`src/rtl/board_pkg.sv`:
```
// Shared Arty Z7-20 board constants, debounce FSM encoding and a us->cycles helper.
// Imported by button_debounce and any other board-input glue.
package board_pkg;

    localparam int unsigned SYS_CLK_HZ = 125_000_000;

    typedef enum logic [1:0] {
        IDLE         = 2'd0,
        PRESS_WAIT   = 2'd1,
        HELD         = 2'd2,
        RELEASE_WAIT = 2'd3
    } db_state_t;

    // Whole-MHz clocks only: the division is done first to keep 32-bit range.
    function automatic int unsigned us_to_cyc(
        input int unsigned clk_hz,
        input int unsigned us
    );
        return (clk_hz / 1_000_000) * us;
    endfunction

endpackage

```
`src/rtl/sync_2ff.sv`:
```
// Two-flop synchroniser for asynchronous board inputs.
// RST_VAL sets the level both flops take during reset.
module sync_2ff #(
    parameter logic RST_VAL = 1'b0
) (
    input  logic clk_i,
    input  logic rst_ni,
    input  logic d_i,
    output logic q_o
);

    logic meta;

    always_ff @(posedge clk_i or negedge rst_ni) begin
        if (!rst_ni) begin
            meta <= RST_VAL;
            q_o  <= RST_VAL;
        end else begin
            meta <= d_i;
            q_o  <= meta;
        end
    end

endmodule

```
`src/rtl/button_debounce.sv`:
```
// Pushbutton synchroniser/debouncer with clean level and press/release pulses.
// Optional long-press pulse enabled by macro BUTTON_DEBOUNCE_LONG_PRESS_EN.
module button_debounce
    import board_pkg::*;
#(
    parameter int unsigned CLK_FREQ_HZ     = SYS_CLK_HZ,
    parameter int unsigned DEBOUNCE_US     = 10_000,
    parameter int unsigned LONG_PRESS_US   = 1_000_000,
    parameter bit          BTN_ACTIVE_HIGH = 1'b1
) (
    input  logic clk_i,
    input  logic rst_ni,
    input  logic btn_i,
    output logic btn_level_o,
    output logic press_pulse_o,
    output logic release_pulse_o,
    output logic long_press_o
);

    localparam int unsigned DB_CYC = us_to_cyc(CLK_FREQ_HZ, DEBOUNCE_US);
    localparam int unsigned LP_CYC = us_to_cyc(CLK_FREQ_HZ, LONG_PRESS_US);
    localparam int unsigned CW     = (DB_CYC > 2) ? $clog2(DB_CYC) : 1;
    localparam logic [CW-1:0] DB_LAST = CW'(DB_CYC - 1);

    if (DB_CYC < 2) begin : g_db_chk
        $error("button_debounce: DB_CYC must be at least 2");
    end

    if (LP_CYC <= DB_CYC) begin : g_lp_chk
        $error("button_debounce: LP_CYC must exceed DB_CYC");
    end

    logic btn_n;
    logic btn_s;

    assign btn_n = BTN_ACTIVE_HIGH ? btn_i : ~btn_i;

    sync_2ff #(
        .RST_VAL(1'b0)
    ) u_sync (
        .clk_i (clk_i),
        .rst_ni(rst_ni),
        .d_i   (btn_n),
        .q_o   (btn_s)
    );

    db_state_t     state_q, state_d;
    logic [CW-1:0] cnt_q, cnt_d;
    logic          level_q, level_d;
    logic          press_q, press_d;
    logic          release_q, release_d;

    always_ff @(posedge clk_i or negedge rst_ni) begin
        if (!rst_ni) begin
            state_q   <= IDLE;
            cnt_q     <= '0;
            level_q   <= 1'b0;
            press_q   <= 1'b0;
            release_q <= 1'b0;
        end else begin
            state_q   <= state_d;
            cnt_q     <= cnt_d;
            level_q   <= level_d;
            press_q   <= press_d;
            release_q <= release_d;
        end
    end

    always_comb begin
        state_d   = state_q;
        cnt_d     = cnt_q;
        level_d   = level_q;
        press_d   = 1'b0;
        release_d = 1'b0;
        unique case (state_q)
            IDLE: begin
                if (btn_s) begin
                    state_d = PRESS_WAIT;
                    cnt_d   = '0;
                end
            end
            PRESS_WAIT: begin
                if (!btn_s) begin
                    state_d = IDLE;
                end else if (cnt_q == DB_LAST) begin
                    state_d = HELD;
                    level_d = 1'b1;
                    press_d = 1'b1;
                end else begin
                    cnt_d = cnt_q + CW'(1);
                end
            end
            HELD: begin
                if (!btn_s) begin
                    state_d = RELEASE_WAIT;
                    cnt_d   = '0;
                end
            end
            RELEASE_WAIT: begin
                if (btn_s) begin
                    state_d = HELD;
                end else if (cnt_q == DB_LAST) begin
                    state_d   = IDLE;
                    level_d   = 1'b0;
                    release_d = 1'b1;
                end else begin
                    cnt_d = cnt_q + CW'(1);
                end
            end
            default: state_d = IDLE;
        endcase
    end

    assign btn_level_o     = level_q;
    assign press_pulse_o   = press_q;
    assign release_pulse_o = release_q;

`ifdef BUTTON_DEBOUNCE_LONG_PRESS_EN
    localparam int unsigned LW = (LP_CYC > 2) ? $clog2(LP_CYC) : 1;
    localparam logic [LW-1:0] LP_LAST = LW'(LP_CYC - 1);

    logic [LW-1:0] lcnt_q;
    logic          long_done_q;
    logic          long_q;
    logic          enter_held;

    // Only a genuine new press restarts the hold timer; release bounce does not.
    assign enter_held = (state_q == PRESS_WAIT) && (state_d == HELD);

    always_ff @(posedge clk_i or negedge rst_ni) begin
        if (!rst_ni) begin
            lcnt_q      <= '0;
            long_done_q <= 1'b0;
            long_q      <= 1'b0;
        end else if (enter_held) begin
            lcnt_q      <= '0;
            long_done_q <= 1'b0;
            long_q      <= 1'b0;
        end else if (state_q == HELD || state_q == RELEASE_WAIT) begin
            long_q <= 1'b0;
            if (lcnt_q != LP_LAST) begin
                lcnt_q <= lcnt_q + LW'(1);
            end else if (!long_done_q) begin
                long_q      <= 1'b1;
                long_done_q <= 1'b1;
            end
        end else begin
            long_q <= 1'b0;
        end
    end

    assign long_press_o = long_q;
`else
    assign long_press_o = 1'b0;
`endif

endmodule

```
`config.mk`:
```
export PLATFORM = sky130hd
export DESIGN_NAME = button_debounce
export DESIGN_NICKNAME = d
export VERILOG_FILES = /design/src/rtl/board_pkg.sv /design/src/rtl/sync_2ff.sv /design/src/rtl/button_debounce.sv
export SDC_FILE = /design/constraint.sdc
export NUM_CORES = 1
export LEC_CHECK = 0
export ABC_AREA = 0
export CAP_MARGIN = 25
export CORE_ASPECT_RATIO = 1.1
export CORE_MARGIN = 3
export CORE_UTILIZATION = 40
export CTS_BUF_LIST = sky130_fd_sc_hd__clkbuf_4 sky130_fd_sc_hd__clkbuf_8
export DETAILED_ROUTE_END_ITERATION = 8
export PLACE_DENSITY = 0.65
export SETUP_SLACK_MARGIN = 0.05
export SLEW_MARGIN = 15
export SYNTH_ARGS = -nofsm -noshare
export SYNTH_HDL_FRONTEND = slang
export SYNTH_SLANG_ARGS = --single-unit
```
`constraint.sdc`:
```
create_clock -name clk_i -period 5.21 [get_ports clk_i]
set_input_delay 1.042 -clock clk_i [delete_from_list [all_inputs] [get_ports clk_i]]
set_output_delay 1.042 -clock clk_i [all_outputs]
set_load 0.01 [all_outputs]
```
* Word-level counts from Yosys, hierarchy flattened
Cells that the tools add are included.
** Operators by class
- Equal/unequal tests :: 12
- $add $sub $neg :: 1
- Muxes and demuxes :: 23
- Reduce and logical (&&, ||, !) cells :: 5
** Operator list (count)
- two-way mux 21 bit :: 5
- one-hot mux 21 bit (4 select lines) :: 1
- adder 21 x 1 -> 21 bit (second input constant) :: 1
- == test 21 bit (second input constant) :: 1
- two-way mux 2 bit :: 6
- two-way mux 1 bit :: 9
- != test 2 bit (second input constant) :: 4
- one-hot mux 2 bit (4 select lines) :: 1
- AND reduction 4 bit :: 2
- AND reduction 5 bit :: 1
- == test 2 bit (second input constant) :: 2
- != test 2 x 1 -> 1 bit (second input constant) :: 2
- != test 3 x 2 -> 1 bit (second input constant) :: 1
- != test 3 bit (second input constant) :: 1
- == test 2 x 1 -> 1 bit (second input constant) :: 1
- logical NOT 2 bit :: 1
- one-hot mux 1 bit (2 select lines) :: 1
- nonzero test 2 bit :: 1
** Word-level totals
- Output and inout port bits :: 4
- Bits of input ports :: 3
- Register bits :: 28

* Logic depth before layout (Yosys ltp)
- Word-level depth :: 4
- Mapped depth :: 7
- Depth with buffers taken out :: 6

* Hierarchy
Synthesis repeated with hierarchy kept, for this count alone.
** Second synthesis, totals
- Cells, all modules :: 164
- Area, all modules :: 1506.4 µm²
** Modules (own cells, without submodules)
- button_debounce :: cells an instance 162, times used 1, sequential area each 650.6 µm², area an instance 1456.4 µm²
- sync_2ff :: cells an instance 2, times used 1, sequential area each 50.0 µm², area an instance 50.0 µm²

* Worst setup path after synthesis
OpenSTA, ideal clock, no wires.
- Kind :: reg2reg
- Start point :: register cnt_q[0]
- End point :: register cnt_q[14]
- Required time :: 5.089 ns
- Library setup time :: 0.121 ns
- Clock period less this slack :: 1.734 ns
- Path slack :: 3.476 ns
- Stages on the path, launching flop included :: 7
- Arrival time :: 1.613 ns
- Cell sequence :: dfrtp_1 ha_1 nand3_4 nor4_4 nand3_1 mux2_2 a22o_1
** On the way
- Longest elaborated chain between the ends :: 4
** RTL lines
- start, declared :: RTL line button_debounce.sv:48 : logic [CW-1:0] cnt_q, cnt_d;
- start signal, assigned :: RTL line button_debounce.sv:62 : cnt_q <= cnt_d;
- adder 21 x 1 -> 21 bit or == test 21 bit (tied branches)
- two-way mux 21 bit * :: RTL line button_debounce.sv:85, button_debounce.sv:102
- two-way mux 21 bit, on equally long branches :: RTL line button_debounce.sv:100, button_debounce.sv:83
- one-hot mux 21 bit (4 select lines) * :: RTL line button_debounce.sv:75 : unique case (state_q)
Mark *: on every way between the ends. The rest lies on a longest branch, timed or not. The select of a mux whose other input is x is not followed.
A chain may end at the register's enable or synchronous reset.

* Worst setup path after layout
- Start point :: register level_q (netlist: btn_level_o)
- End point :: output btn_level_o
** RTL lines
- start, declared :: RTL line button_debounce.sv:49 : logic level_q, level_d;
- start signal, assigned :: RTL line button_debounce.sv:63 : level_q <= level_d;
- end, declared :: RTL line button_debounce.sv:14 : output logic btn_level_o,
No word-level cell between the ends.

==> results.md <==
* Outcome: finished clean
* Most numerous cell in the Yosys netlist: dfrtp_1
* Ys Warns at 0
* Main synth FF type: dfrtp_1
* Area grow syn2layout at 6.26%
* IO Pins at 7
* Initial antenna violation count at 0
* Input/output buffers at 5
* WL per Instance at 16.1 µm
* Largest net degree at the start of global routing at 29
* Req. time, crit path at 4.17 ns
* Die area at 4900 µm²
* Tcrit/Tclk final at 0.435
* First-pass GRT wire length at 5880 µm
* Startpoint class of the critical path: flop
* Layout Skew at 0.00284 ns
* RSZ-0062 raised after global routing: false
* Unique masters post-synth at 45
* Pwr/cell area at 221 nW/µm²
* Chip width at 67.0 µm
* Layout Utilization at 0.458
* Clock Tree Root: clkbuf_8
* Initial DRC count at 90
* DRT Pass-1 Iters at 4
* Final hold vios at 0
* Dpl cells at 213
* Mapped Cells at 166
* Number of global-route vias before repair at 1250
* CTS H-tree lvls at 1
* CP arrival at 1.22 ns
* FP Rows at 23
* Max Cap Viol at 0
* CTS Hold Bufs at 0
* Levels on crit path at 1
* Slowest cell on crit path: clkdlybuf4s50_1
* Register bit total from synthesis at 28
* Fmax at 442 MHz
* DRC Markers at 0
* CTS tree: yes
* Clock latency on the worst-skew pair at 0.27 ns
* Core Area at 3800 µm²
* Post-DRT Antenna Nets at 0
* Ant diodes at 0
* Setup TNS at 0 ns
* Slew headroom at 0.639
* Total CTS buffers at 3
* Die Ht at 73.1 µm
* Via count at 1297
* Critical path buffer and inverter count at 1
* Hold Path Class: flop to flop
* Max Slew Vio Count at 0
* Switching fraction of total power at 0.254
* Final #Nets at 172
* Synth cell count leaders: dfrtp_1 (28), nand2_1 (16), nand3_1 (12), o21ai_0 (12)
* Psw at 0.0000978 W
* Gates resized, CTS repair at 0
* CP peak stage delay at 0.55 ns
* Starting Density at 0.431
* Post-synth net total at 170
* Postcts setup bufs at 0
* Worst-path clk slew at 0.09 ns
* Gr ovfl total at 0
* Synth area leader: dfrtp_1
* Cell Int Power at 0.000288 W
* Clock power share at 0.301
* Syn_area_per_cell at 9.87 µm²
* Logic pwr share at 0.074
* Hold depth at 0
* R2R cell count at 6
* Tot GR Track Use at 0.157
* LEAKAGE at 0.743 nW
* DPL Wire Length at 2470 µm
* Worst-path cell chain: clkdlybuf4s50_1
* Seq/Total Area, Yosys at 0.428
* Reg2Reg Setup Slack at 3.08 ns
* Synthesized cell area at 1640 µm²
* Critical setup path kind: flop to output port
* Endpoint class of the critical path: output port
* Final wirelength at 3470 µm
* Max VDD drop at 0.149 mV
* Sequential share of power at 0.625
* Post-synth EDFFs at 0
* Least-Margin Pin Slew at 0.542 ns
* Post-route insts no fill at 216
* Tmin final at 2.26 ns
* Ys async rst share at 1.00
* Layout cells sized above 1 at 0.145
* Gpl congestion at 0.853
* Worst-path fanout max at 3
* Max clock buf depth at 2
* Final Setup Violations at 0
* Post-layout total power at 0.000385 W
* Via density at 6.00
* Top post-synthesis cells by area: dfrtp_1 (43%), a22o_1 (4.8%), mux2_2 (4.1%)
* Top cell type's share of synthesized area at 0.428
* CTS Sinks at 28
* Cell family with most CP delay: buffers and inverters
registers in the layout, summed over array words and instances (netlist names), named ones only:
register and count:
cnt_q 21, u_sync.q_o 1, btn_level_o 1, state_q 1
release_pulse_o 1, press_pulse_o 1, u_sync.meta 1
cell families (layout without fill, tap and decap cells):
group                    count (synthesis)  in the layout  share of synthesized area
XOR/XNOR                                 2              2                     0.0107
buffers and inverters                   12             12                     0.0497
AO/OA/AOI/OAI                           45             45                      0.183
multiplexers                             6              6                     0.0412
other                                    1              1                    0.00229
AND/OR/NAND/NOR                         71             71                      0.277
adder cells (fa/ha/maj)                  1              1                    0.00764
flip-flops                              28             28                      0.428
stage by stage:
stage | hold WS [ns] | area (µm²) | setup slack [ns]
after floorplan | 0.331 | 1640 | 3.48
after global placement | 0.340 | 1700 | 3.25
after detailed placement | 0.343 | 1700 | 3.13
after CTS | 0.364 | 1740 | 2.94
after global routing | 0.378 | 1740 | 2.91
final | 0.359 | 1740 | 2.95
final timing paths:
kind                                               to               startpoint
min in group asynchronous  asynchronous set/reset pin                   rst_ni
min reg2reg                      u_sync.q_o$_DFF_PN0_    u_sync.meta$_DFF_PN0_
max                                       btn_level_o  btn_level_o$_DFFE_PN0P_
min                              u_sync.q_o$_DFF_PN0_    u_sync.meta$_DFF_PN0_
max reg2reg                     cnt_q[20]$_DFFE_PN0P_     cnt_q[0]$_DFFE_PN0P_
max in group asynchronous       cnt_q[14]$_DFFE_PN0P_                   rst_ni
placed cells by master, fill, tap and decap left out, types with 2 or more instances in the layout:
cell,instances
a21oi_1,6
a22o_1,9
a31oi_1,9
a41oi_1,2
and3_1,8
buf_4,2
clkbuf_8,3
clkdlybuf4s50_1,5
dfrtp_1,28
inv_1,2
mux2_2,6
nand2_1,16
nand2b_1,3
nand3_1,12
nand4_1,4
nor2_1,9
nor3_1,3
nor4_4,2
nor4b_1,2
nor4b_2,2
o21ai_0,12
layout make-up:
class,instances,area [µm²]
sequential,28,701
fill,372,2060
inverter,2,7.51
tap,50,62.6
multi-input combinational,126,863
clock buffer,3,41.3
timing repair buffer,7,65.1
power groups by stage:
stage / Sequential, W / Clock [W] / Combinational (W)
global placement: 0.000244 / 0 / 0.0000272
CTS: 0.000241 / 0.000119 / 0.0000289
finish: 0.000241 / 0.000116 / 0.0000286
global route: 0.000242 / 0.000129 / 0.0000331
floorplan: 0.000239 / 0 / 0.0000214
detailed placement: 0.000245 / 0 / 0.0000292
layer usage:
layer	share of wire	GRT usage	vias up	routed length (µm)
met5	0	0	-	0
met4	0.014	0.0608	0	49
met3	0.049	0.0370	5	171
met2	0.47	0.246	33	1630
met1	0.47	0.208	633	1620
li1	-	-	626	-
Power figures use the tool's default switching activity.
